File: src/rtl/control_sequencer.sv
// Hardwired control unit for the 32-bit bus-based CPU datapath: fetch, decode
// and per-class execute micro-steps, with a programmable memory wait.
module control_sequencer #(
   parameter int MEM_WAIT = 1
) (
   input  logic        clk,
   input  logic        clr,
   input  logic [31:0] ir,
   input  logic        con,
   input  logic        stop,
   output logic        run,
   output logic        PCout,
   output logic        Zhighout,
   output logic        Zlowout,
   output logic        MDRout,
   output logic        HIout,
   output logic        LOout,
   output logic        InPortout,
   output logic        Cout,
   output logic        PCIn,
   output logic        IncPC,
   output logic        MARIn,
   output logic        MDRIn,
   output logic        IRIn,
   output logic        YIn,
   output logic        ZIn,
   output logic        HiIn,
   output logic        LoIn,
   output logic        OutIn,
   output logic        CONIn,
   output logic        read,
   output logic        write,
   output logic        Gra,
   output logic        Grb,
   output logic        Grc,
   output logic        Rin,
   output logic        Rout,
   output logic        BAout,
   output logic [4:0]  alu_op
);

   typedef enum logic [3:0] {
      RST, T0, T1, FW, T2, T3, T4, T5, T6, T7, MW, HALT
   } state_t;

   typedef enum logic [3:0] {
      C_RTYPE, C_IMM, C_LDI, C_LD, C_ST, C_MULDIV, C_UNARY, C_BRANCH,
      C_JR, C_JAL, C_IN, C_OUT, C_MFHI, C_MFLO, C_NOP, C_HALT
   } cls_t;

   localparam logic [4:0] OP_ADD    = 5'b00011;
   localparam logic [3:0] WAIT_LOAD = 4'(MEM_WAIT - 1);

   state_t      state, state_next;
   logic [3:0]  cnt, cnt_next;
   cls_t        cls;
   logic [4:0]  opcode;
   logic        last_step;
   logic        unused_ir;

   assign opcode    = ir[31:27];
   assign unused_ir = ^ir[26:0];

   always_comb begin
      case (opcode) inside
         5'd0:          cls = C_LD;
         5'd1:          cls = C_LDI;
         5'd2:          cls = C_ST;
         [5'd3:5'd11]:  cls = C_RTYPE;
         [5'd12:5'd14]: cls = C_IMM;
         [5'd15:5'd16]: cls = C_MULDIV;
         [5'd17:5'd18]: cls = C_UNARY;
         5'd19:         cls = C_BRANCH;
         5'd20:         cls = C_JR;
         5'd21:         cls = C_JAL;
         5'd22:         cls = C_IN;
         5'd23:         cls = C_OUT;
         5'd24:         cls = C_MFHI;
         5'd25:         cls = C_MFLO;
         5'd27:         cls = C_HALT;
         default:       cls = C_NOP;
      endcase
   end

   // NOTE: state uses non-blocking assignment so every flop samples pre-edge values.
   always_ff @(posedge clk or negedge clr) begin
      if (!clr) begin
         state <= RST;
         cnt   <= '0;
      end else begin
         state <= state_next;
         cnt   <= cnt_next;
      end
   end

   // NOTE: every output and next-state variable gets a default first, so no latches.
   always_comb begin
      state_next = state;
      cnt_next   = cnt;
      last_step  = 1'b0;
      run        = (state != RST) && (state != HALT);
      {PCout, Zhighout, Zlowout, MDRout, HIout, LOout, InPortout, Cout} = '0;
      {PCIn, IncPC, MARIn, MDRIn, IRIn, YIn, ZIn, HiIn, LoIn, OutIn, CONIn} = '0;
      {read, write, Gra, Grb, Grc, Rin, Rout, BAout} = '0;
      alu_op     = '0;

      case (state)
         RST:  state_next = T0;
         T0: begin
            PCout = 1'b1; MARIn = 1'b1; IncPC = 1'b1; ZIn = 1'b1;
            state_next = T1;
         end
         T1: begin
            Zlowout = 1'b1; PCIn = 1'b1; read = 1'b1;
            state_next = FW;
            cnt_next   = WAIT_LOAD;
         end
         FW: begin
            read = 1'b1;
            if (cnt == '0) begin
               MDRIn      = 1'b1;
               state_next = T2;
            end else begin
               cnt_next = cnt - 4'd1;
            end
         end
         T2: begin
            MDRout = 1'b1; IRIn = 1'b1;
            state_next = T3;
         end
         T3: begin
            state_next = T4;
            case (cls)
               C_RTYPE, C_IMM:     begin Grb = 1'b1; Rout = 1'b1; YIn = 1'b1; end
               C_LDI, C_LD, C_ST:  begin Grb = 1'b1; BAout = 1'b1; YIn = 1'b1; end
               C_MULDIV:           begin Gra = 1'b1; Rout = 1'b1; YIn = 1'b1; end
               C_UNARY: begin
                  Grb = 1'b1; Rout = 1'b1; ZIn = 1'b1; alu_op = opcode;
               end
               C_BRANCH:           begin Gra = 1'b1; Rout = 1'b1; CONIn = 1'b1; end
               C_JAL:              begin PCout = 1'b1; Grb = 1'b1; Rin = 1'b1; end
               C_JR:   begin Gra = 1'b1; Rout = 1'b1; PCIn = 1'b1; last_step = 1'b1; end
               C_IN:   begin InPortout = 1'b1; Gra = 1'b1; Rin = 1'b1; last_step = 1'b1; end
               C_OUT:  begin Gra = 1'b1; Rout = 1'b1; OutIn = 1'b1; last_step = 1'b1; end
               C_MFHI: begin HIout = 1'b1; Gra = 1'b1; Rin = 1'b1; last_step = 1'b1; end
               C_MFLO: begin LOout = 1'b1; Gra = 1'b1; Rin = 1'b1; last_step = 1'b1; end
               C_HALT: state_next = HALT;
               default: last_step = 1'b1;
            endcase
         end
         T4: begin
            state_next = T5;
            case (cls)
               C_RTYPE: begin Grc = 1'b1; Rout = 1'b1; ZIn = 1'b1; alu_op = opcode; end
               C_IMM:   begin Cout = 1'b1; ZIn = 1'b1; alu_op = opcode; end
               C_LDI, C_LD, C_ST: begin Cout = 1'b1; ZIn = 1'b1; alu_op = OP_ADD; end
               C_MULDIV: begin Grb = 1'b1; Rout = 1'b1; ZIn = 1'b1; alu_op = opcode; end
               C_UNARY: begin Zlowout = 1'b1; Gra = 1'b1; Rin = 1'b1; last_step = 1'b1; end
               C_BRANCH: begin PCout = 1'b1; YIn = 1'b1; end
               C_JAL:   begin Gra = 1'b1; Rout = 1'b1; PCIn = 1'b1; last_step = 1'b1; end
               default: state_next = T0;
            endcase
         end
         T5: begin
            state_next = T6;
            case (cls)
               C_RTYPE, C_IMM, C_LDI: begin
                  Zlowout = 1'b1; Gra = 1'b1; Rin = 1'b1; last_step = 1'b1;
               end
               C_LD: begin
                  Zlowout = 1'b1; MARIn = 1'b1;
                  state_next = MW;
                  cnt_next   = WAIT_LOAD;
               end
               C_ST:     begin Zlowout = 1'b1; MARIn = 1'b1; end
               C_MULDIV: begin Zlowout = 1'b1; LoIn = 1'b1; end
               C_BRANCH: begin Cout = 1'b1; ZIn = 1'b1; alu_op = OP_ADD; end
               default:  state_next = T0;
            endcase
         end
         T6: begin
            case (cls)
               C_ST: begin
                  Gra = 1'b1; Rout = 1'b1; MDRIn = 1'b1;
                  state_next = MW;
                  cnt_next   = WAIT_LOAD;
               end
               C_MULDIV: begin Zhighout = 1'b1; HiIn = 1'b1; last_step = 1'b1; end
               C_BRANCH: begin Zlowout = 1'b1; PCIn = con; last_step = 1'b1; end
               default:  state_next = T0;
            endcase
         end
         MW: begin
            // Only ld and st reach the memory-wait state; ld reads, st writes.
            read  = (cls == C_LD);
            write = (cls == C_ST);
            if (cnt == '0) begin
               MDRIn = (cls == C_LD);
               if (cls == C_LD) state_next = T7;
               else             last_step  = 1'b1;
            end else begin
               cnt_next = cnt - 4'd1;
            end
         end
         T7: begin
            MDRout = 1'b1; Gra = 1'b1; Rin = 1'b1; last_step = 1'b1;
         end
         HALT:    state_next = HALT;
         default: state_next = RST;
      endcase

      if (last_step) state_next = stop ? HALT : T0;
   end

endmodule

File: config.mk
export PLATFORM = sky130hd
export DESIGN_NAME = control_sequencer
export DESIGN_NICKNAME = d
export VERILOG_FILES = /design/src/rtl/control_sequencer.sv
export SDC_FILE = /design/constraint.sdc
export NUM_CORES = 1
export LEC_CHECK = 0
export CORE_MARGIN = 2
export CORE_UTILIZATION = 46
export DETAILED_ROUTE_END_ITERATION = 7
export GPL_ROUTABILITY_DRIVEN = 0
export PLACE_DENSITY = 0.86
export SLEW_MARGIN = 20
export SYNTH_ARGS = -nofsm -noshare
export SYNTH_HDL_FRONTEND = slang
export SYNTH_SLANG_ARGS = --single-unit
export TNS_END_PERCENT = 10
File: constraint.sdc
create_clock -name clk -period 3.9 [get_ports clk]
set_clock_uncertainty 0.1 [all_clocks]
set_input_delay 0.78 -clock clk [delete_from_list [all_inputs] [get_ports clk]]
set_output_delay 0.78 -clock clk [all_outputs]
set_load 0.01 [all_outputs]
Word level (Yosys, flattened, before mapping)
Index checks and enable logic that the tools add are counted.
Widths: inputs -> output; s select.
{"block": "word_totals", "romBits": 0, "regBits": 8, "latchBits": 0, "n_memories": 0, "mem_bits_rw": 0, "out_inout_bits": 33}
{"block": "op_classes", "add_sub_neg": 1, "n_reduce_logical": 32, "n_shift": 0, "bitwise": 0, "multipliers": 0, "div_mod_pow": 0, "order_cmp": 8, "mux": 89, "eq_ne": 44}
{"cell": "$mux 4", "count": 17}
{"cell": "$pmux 4 s12", "count": 1}
{"cell": "$eq 4x4->1 const B", "count": 11}
{"cell": "$mux 1", "count": 43}
{"cell": "$eq 5x5->1 const B", "count": 8}
{"cell": "$eq 4x3->1 const B", "count": 8}
{"cell": "$reduce_or 7->1", "count": 3}
{"cell": "$eq 4x2->1 const B", "count": 4}
{"cell": "$pmux 1 s4", "count": 4}
{"cell": "$pmux 4 s2", "count": 2}
{"cell": "$pmux 4 s4", "count": 1}
{"cell": "$mux 3", "count": 5}
{"cell": "$pmux 5 s3", "count": 1}
{"cell": "$logic_not 4->1", "count": 3}
{"cell": "$ne 3x3->1 const B", "count": 4}
{"cell": "$reduce_or 2->1", "count": 6}
{"cell": "$reduce_or 3->1", "count": 4}
{"cell": "$reduce_or 6->1", "count": 2}
{"cell": "$ge 5x4->1 const B", "count": 2}
{"cell": "$le 5x4->1 const B", "count": 2}
{"cell": "$le 5x5->1 const B", "count": 2}
{"cell": "$pmux 1 s2", "count": 5}
{"cell": "$pmux 5 s2", "count": 1}
{"cell": "$reduce_or 10->1", "count": 1}
{"cell": "20 further kinds", "count": 34}

Logic depth before layout (Yosys ltp)
Gate-level depths: netlist of the first run.
{"block": "logic_depth", "ltp_word": 22, "depth_mapped": 8, "depth_no_buf": 8}

Least setup slack after synthesis of the first run
OpenSTA, ideal clock, no wires.
{"block": "synth_path", "path_type": "in2out", "startpoint": "input port ir[28]", "endpoint": "output port ZIn", "setup_slack_ps": 973, "cell_stages": 6, "n_path_buf": 2, "arrival_ps": 2047, "required_ps": 3020, "cell_sequence": "buf_2 and2_1 buf_2 or3_1 o32ai_2 or3_1"}
{"block": "synth_between", "elab_chain_cells": 20, "word_cells_on_any_way": 51, "classes_between": "order compare: 8; eq/ne: 17; mux: 19; reduce/logical: 7"}
{"item": "start, declared", "line_no": "8", "source": "input logic [31:0] ir,"}
{"item": "$eq 5x5->1 (no source line)"}
{"item": "$mux 1", "line_no": "65", "source": "case (opcode) inside"}
{"item": "$mux 2 (2 in series)", "line_no": "65"}
{"item": "$mux 3 (4 in series)", "line_no": "65"}
{"item": "$mux 4 (7 in series)", "line_no": "65"}
{"item": "$mux 4 *", "line_no": "65"}
{"item": "$eq 4x2->1, or another cell as far along", "line_no": "153", "source": "case (cls)"}
{"item": "$reduce_or 6->1 (no source line)"}
{"item": "$mux 1", "line_no": "153"}
{"item": "$pmux 1 s4 *", "line_no": "107", "source": "case (state)"}
{"item": "end, declared", "line_no": "26", "source": "output logic ZIn,"}
Mark *: on every way between the ends. The rest lies on a longest branch, timed or not.

Final worst setup path of the first run
{"block": "layout_path", "startpoint": "input port ir[31]", "endpoint": "output port alu_op[1]"}
{"block": "layout_between", "elab_chain_cells": 20, "word_cells_on_any_way": 52, "classes_between": "order compare: 8; eq/ne: 17; mux: 19; reduce/logical: 8"}
{"item": "$eq 5x5->1 (no source line)"}
{"item": "$mux 1", "line_no": "65"}
{"item": "$mux 2 (2 in series)", "line_no": "65"}
{"item": "$mux 3 (4 in series)", "line_no": "65"}
{"item": "$mux 4 (7 in series)", "line_no": "65"}
{"item": "$mux 4 *", "line_no": "65"}
{"item": "$eq 4x3->1, or another cell as far along", "line_no": "153"}
{"item": "$reduce_or 3->1 (no source line)"}
{"item": "$pmux 5 s2", "line_no": "153"}
{"item": "$pmux 5 s3 *", "line_no": "107"}
{"item": "end, declared", "line_no": "39", "source": "output logic [4:0] alu_op"}
Marks and branches as above.

==> metrics.md, run 1 <==
| Metric | Value |
|---|---|
| Avg Cell Area, Syn | `around 6.7 um2` |
| Reg2reg path depth | `6` |
| Inserted Clock Buffers | `3` |
| Antenna-violating nets left | `0` |
| Hold endpoint | `cnt[3]` |
| H-tree levels | `1` |
| Setup CP Type | `in -> out` |
| Sequential share of the synthesized area | `0.130` |
| IO Pins | `slightly below 70` |
| Final Hold Viols | `0` |
| Via/cell ratio | `5.94` |
| Design Area, Final | `between 2000 and 2500 um2` |
| Cell Pwr Density | `493 nW/um2` |
| Hold_sp | `cnt[3]` |
| Clock sink count | `8` |
| Slew margin rel. | `0.698` |
| Syn-to-layout area delta | `37.3%` |
| Final slew viol count | `0` |
| Number of flops mapped to enable cells by yosys | `0` |
| Routed wire length | `around 4.6 mm` |
| Outcome | `completed` |
| Total grt overflow | `0` |
| Dpl hpwl | `~3.6 mm` |
| Cells after synthesis | `231` |
| Post-route clock period utilization | `0.999` |
| Worst hold stages | `1` |
| Lkg Pwr | `0.854 nW` |
| Pin count of the biggest net entering global routing | `22` |
| Post-Syn Area | `1540 um2` |
| Latest clock arrival within the worst-skew pair | `0.24 ns` |
| FF/Latch Area | `roughly 200 um2` |
| Share of cells above drive strength 1 | `0.146` |
| Std cell rows | `20` |
| Diode count | `0` |
| Crit path max fanout | `5` |
| Final-layout fill cell count | `between 200 and 300` |
| DR WL/cell | `~14 um` |
| CP endpoint kind | `primary output` |
| Synth Register Bits | `8` |
| First-pass GRT wire length | `slightly above 7 mm` |
| Clock buffer depth | `2` |
| RSZ-0062 raised after global routing | `true` |
| DIE AREA | `about 3800 um2` |
| DR iter-0 viols | `approximately 200` |
| Die Y-Extent | `roughly 62 um` |
| Die X | `around 62 um` |
| Min-Delay Path Class | `reg -> reg` |
| Synth warn | `0` |
| CTS tree | `built` |
| Fmax | `roughly 260 MHz` |
| Endpoints failing setup | `0` |
| Crit start category | `input pin` |
| Worst Setup SP | `ir[31]` |
| Initial antenna violation count | `0` |
| Initial Utilization | `0.492` |
| Drc violations | `0` |
| Library cells used by synthesis | `59` |
| Clock-pin transition on the worst setup and hold timing paths | `0.04 ns` |
| Worst Path Required | `a little over 3 ns` |
| Vias in the first global route | `about 1600` |
| Vias | `between 1500 and 2000` |
| Root buffer cell | `clkbuf_4` |
| Worst r2r src | `state[0]` |
| Syn nets | `approximately 270` |
| Drt pass-1 iters | `8` |
| Tot Pwr | `between 1 and 1.5 mW` |
| Period minus WS final | `just under 4 ns` |
| Overall Global Routing Usage | `0.247` |
| Core area | `3130 um2` |
| Hold_ws | `0.437 ns` |
| Peak VDD IR | `around 0.00046 V` |
| Ys async rst share | `1.00` |
| Slew at the pin closest to its max-slew limit | `approximately 0.45 ns` |
| I/O Buffers | `between 40 and 50` |
| Nets | `about 310` |
| Worst reg2reg setup slack | `roughly 1.6 ns` |
| R2r endpoint | `state[1]` |
| Placed cell areas | `roughly 2000 um2` |
| Area of the multi-input gates | `between 1000 and 1500 um2` |
| # Max-Cap Violations | `0` |
| Synth Flop Type | `dfrtp_1` |
| Worst endpoint data arrival time | `3.02 ns` |
## state kept, by name, summed over array words and instances (netlist names)
| name | flops |
|---|---|
| cnt | 4 |
| state | 4 |
## cells by family (layout without fill, tap and decap cells)
kind of cell | after synthesis | after routing | synth area share
adders and majority gates | 1 | 1 | 0.00814
buffers and inverters | 25 | 68 | 0.0773
muxes | 1 | 1 | 0.00651
AOI/OAI and AO/OA | 67 | 67 | 0.295
and+or+nand+nor | 127 | 127 | 0.467
xor gates and xnor gates | 2 | 2 | 0.0163
DFF | 8 | 8 | 0.130
## per-stage QoR
stage	cells	worst slack [ns]	utilization	setup TNS, ns
after floorplan	231	0.973	-	0
after global placement	315	-0.0589	0.655	-0.270
after detailed placement	315	-0.0760	0.655	-0.343
after CTS	318	0.00242	0.666	0
after global routing	318	-0.127	0.675	-0.500
final	318	0.00397	0.675	0
## synthesized netlist by cell type, drive strengths merged, types with 3 or more instances
cell type | count | area (um2)
a21o | 3 | 22.5
a21oi | 17 | 85.1
a31oi | 3 | 18.8
and2 | 4 | 25.0
buf | 13 | 72.6
clkbuf | 8 | 31.3
dfrtp | 8 | 200
inv | 4 | 15.0
nand2 | 20 | 75.1
nand2b | 15 | 93.8
nand3 | 9 | 45.0
nand3b | 3 | 22.5
nand4 | 3 | 18.8
nor2 | 29 | 109
nor2b | 13 | 81.3
nor3 | 7 | 40.0
nor4 | 6 | 52.6
o211ai | 3 | 22.5
o21ai | 21 | 109
o31ai | 4 | 43.8
or2 | 4 | 27.5
or3 | 4 | 25.0
## routing by layer
metal	track usage	share of wire	wire length, um	vias up
met3	0.0228	0.090	410	6
met5	0	0	0	-
li1	-	-	-	925
met2	0.385	0.46	2100	115
met1	0.354	0.44	2000	842
met4	0.0881	0.012	53	0
## cells in the final DEF (no fill, tap or decap), types with 2 or more instances in the layout
cell	n
or3_1	4
a32oi_1	2
dfrtp_1	8
and3_1	2
o221ai_1	2
nand2b_1	15
o21ai_0	18
clkbuf_4	3
o211ai_1	3
nor2_1	29
or2_2	2
a21o_1	3
buf_4	16
clkdlybuf4s50_1	38
buf_6	4
and2_1	3
nor2b_1	13
nand4_1	3
dlymetal6s2s_1	3
a21oi_1	16
nor4_1	5
o31ai_1	3
nand3_1	9
nand2_1	20
o31a_1	2
a31oi_1	3
nor3_1	6
nand3b_1	3
inv_1	4
o21ai_1	2
## cell type report
type / instances / area share
multi-input combinational: 198 / 0.585
timing repair buffer: 61 / 0.276
sequential: 8 / 0.0948
tap: 44 / 0.0261
clock buffer: 3 / 0.0107
inverter: 4 / 0.00711
## critical path, cell delays in order
cell and delay, ns:
clkdlybuf4s50_1 0.52, or4b_4 0.47, a21oi_2 0.19, o21ai_2 0.10
o31ai_4 0.07, o221a_4 0.24, a21o_1 0.11, clkdlybuf4s50_1 0.53
## timing repair
item	CTS	global route
endpoints found under the hold margin	0	0
gates resized for setup	2	9
setup endpoints to repair	6	13
setup buffers	0	0
hold buffers	0	0
pin swaps	1	2
## worst max path at each step
stage	slack, ns	end	depth (start not counted)
3_3_place_gp	-0.06	alu_op[3]	8
6_report	0.004	alu_op[1]	8
4_1_cts	0.002	alu_op[3]	8
2_1_floorplan	0.97	ZIn	6
3_5_place_dp	-0.08	alu_op[3]	8
5_1_grt	-0.13	alu_op[4]	8
## where the power goes
part | switching, mW | leakage, nW | internal [mW] | total [mW]
Combinational | 0.415 | 0.739 | 0.377 | 0.792
Clock | 0.0209 | 0.0138 | 0.0347 | 0.0556
Sequential | 0.0745 | 0.102 | 0.119 | 0.194
Total | 0.511 | 0.854 | 0.531 | 1.04
Note: power is estimated with default switching activity, not from simulation.
==> run 2, diff against run 1 <==
CORE_MARGIN = 10   (was 2)
SLEW_MARGIN = unset   (was 20)
==> run 2 against run 1 <==
Effect of this change: wire length increased by 11%; largest power group unchanged; sequential share of layout area decreased by 0.22 points; critical endpoint is now ZIn; sequential power about the same; utilization is 1.6 points higher; via count rose by 0.32%; largest cell class unchanged; final cell count up 1.9%; die area increased by 58%; flip-flop and latch count did not move; critical path depth fell by 1; non-clock buffer count rose by 6.
==> metrics.md, run 2 (same netlist as run 1, synthesis figures left out) <==
| Metric | Value |
|---|---|
| Latest clock arrival within the worst-skew pair | `0.24 ns (about the same)` |
| CP endpoint kind | `primary output` |
| Nets | `319 (+1.9%)` |
| I/O Buffers | `41 (unchanged)` |
| Clock buffer depth | `2 (unchanged)` |
| Drc violations | `0 (unchanged)` |
| Vias in the first global route | `1748 (+11%)` |
| CTS tree | `built` |
| Pin count of the biggest net entering global routing | `21 (-4.5%)` |
| Post-CTS Setup Inserts | `0 (unchanged)` |
| Setup CP Type | `in -> out` |
| Initial Utilization | `0.492 (unchanged)` |
| Antenna-violating nets left | `0 (unchanged)` |
| Fmax | `261 MHz (+1.8%)` |
| Clock sink count | `8 (unchanged)` |
| Outcome | `completed` |
| RSZ-0062 raised after global routing | `true` |
| Total grt overflow | `0 (unchanged)` |
| Vias | `1894 (+0.32%)` |
| Crit path max fanout | `20 (+15)` |
| Via/cell ratio | `5.85 (-1.5%)` |
| Core area | `3130 um2 (unchanged)` |
| Worst endpoint data arrival time | `2.95 ns (-0.07 ns)` |
| Min-Delay Path Class | `reg -> reg` |
| Endpoints failing setup | `0 (unchanged)` |
| Final Hold Viols | `0 (unchanged)` |
| Worst Path Required | `3.02 ns (about the same)` |
| Inserted Clock Buffers | `3 (unchanged)` |
| Slew margin rel. | `0.708 (+0.00990)` |
| Period minus WS final | `3.83 ns (-0.0676 ns)` |
| H-tree levels | `1 (unchanged)` |
| First-pass GRT wire length | `8.39 mm (+17%)` |
| Peak VDD IR | `0.000441 V (-3.2%)` |
| Setup WS pre-CTS | `-0.107 ns (-0.0308 ns)` |
| Clock-pin transition on the worst setup and hold timing paths | `0.04 ns (about the same)` |
| Drt pass-1 iters | `4 (-4)` |
| Syn-to-layout area delta | `40.6%` |
| # Max-Cap Violations | `0 (unchanged)` |
| DIE AREA | `6060 um2 (+58%)` |
| Slew at the pin closest to its max-slew limit | `0.438 ns (-0.0114 ns)` |
| Regs by FF count | `cnt (4), state (4)` |
| Dpl hpwl | `4.03 mm (+14%)` |
| Fin cells | `324 (+1.9%)` |
| Share of cells above drive strength 1 | `0.168 (+0.0219)` |
| Initial antenna violation count | `0 (unchanged)` |
| Routed wire length | `5.05 mm (+11%)` |
| Root buffer cell | `clkbuf_4` |
| Final slew viol count | `0 (unchanged)` |
| Commonest non-fill, non-tap cell in the layout | `clkdlybuf4s50_1` |
| DR iter-0 viols | `272 (+39%)` |
| IO Pins | `69 (unchanged)` |
| DR WL/cell | `15.6 um (+8.6%)` |
| PnR worst setup slack | `0.0716 ns (+0.0676 ns)` |
| Cell Pwr Density | `494 nW/um2 (+0.21%)` |
| Diode count | `0 (unchanged)` |
| Post-route clock period utilization | `0.982 (-0.0173)` |
| Placed insts | `321 (+1.9%)` |
| Lkg Pwr | `0.927 nW (+8.5%)` |
| Crit start category | `input pin` |
| Std cell rows | `20 (unchanged)` |
| Die Y-Extent | `77.8 um (+26%)` |
| Overall Global Routing Usage | `0.158 (-0.0889)` |
| Commonest non-fill, non-tap cells in the layout | `clkdlybuf4s50_1 (35), nor2_1 (29), buf_4 (23)` |
| Die X | `77.8 um (+26%)` |
run 2: worst max-delay path, stage by stage:
cell	delay, ns
clkdlybuf4s50_1	0.43
buf_6	0.18
and2_2	0.24
or3_1	0.36
o32ai_2	0.28
or3_1	0.15
clkdlybuf4s50_1	0.53
run 2: routing by layer:
metal  global-route usage  vias to the layer above  routed length [um]
met5                    0                        -                   0
met4               0.0310                        0                  40
met3               0.0253                        4                 471
met2                0.254                       99                2320
met1                0.215                      850                2220
li1                     -                      941                   -
run 2: through the flow:
step / instance area (um2) / setup TNS [ns] / util / power, mW / hold slack [ns]
finish: 2160 / 0 / 0.691 / 1.07 / 0.438
global route: 2160 / -0.0591 / 0.691 / 1.17 / 0.485
CTS: 2130 / 0 / 0.680 / 1.06 / 0.446
detailed placement: 2090 / -0.490 / 0.670 / 0.998 / 0.436
global placement: 2090 / -0.459 / 0.670 / 0.977 / 0.414
floorplan: 1540 / 0 / - / 0.712 / 0.376
run 2: final timing paths:
check / startpoint / endpoint / slack (ns) / cells past startpoint
worst max-delay path: ir[28] / ZIn / 0.07 / 7
worst max register to register: state[2] / state[1] / 1.76 / 8
worst min register to register: cnt[0] / cnt[0] / 0.44 / 1
min in group asynchronous: clr / cnt[1] / 0.70 / 1
worst min-delay path: cnt[0] / cnt[0] / 0.44 / 1
max in group asynchronous: clr / cnt[3] / 2.77 / 1
run 2: cell type report:
cell class              count  area, um2
multi-input cells         198       1240
inverters                   4       15.0
repair buffers             67        628
clock buffers               3       22.5
flip-flops and latches      8        200
fillers                   260        966
well taps                  44       55.1
run 2: where the power goes:
group | switching, mW | leakage (nW) | internal, mW
Combinational | 0.433 | 0.811 | 0.385
Sequential | 0.0740 | 0.101 | 0.120
Clock | 0.0215 | 0.0138 | 0.0348
Total | 0.528 | 0.927 | 0.540
run 2: repair_timing:
item                                   4_1_cts  5_1_grt
hold buffers                                 0        0
endpoints found under the hold margin        0        0
setup endpoints to repair                    5       12
gates resized for setup                      3       11
pin swaps                                    2        0
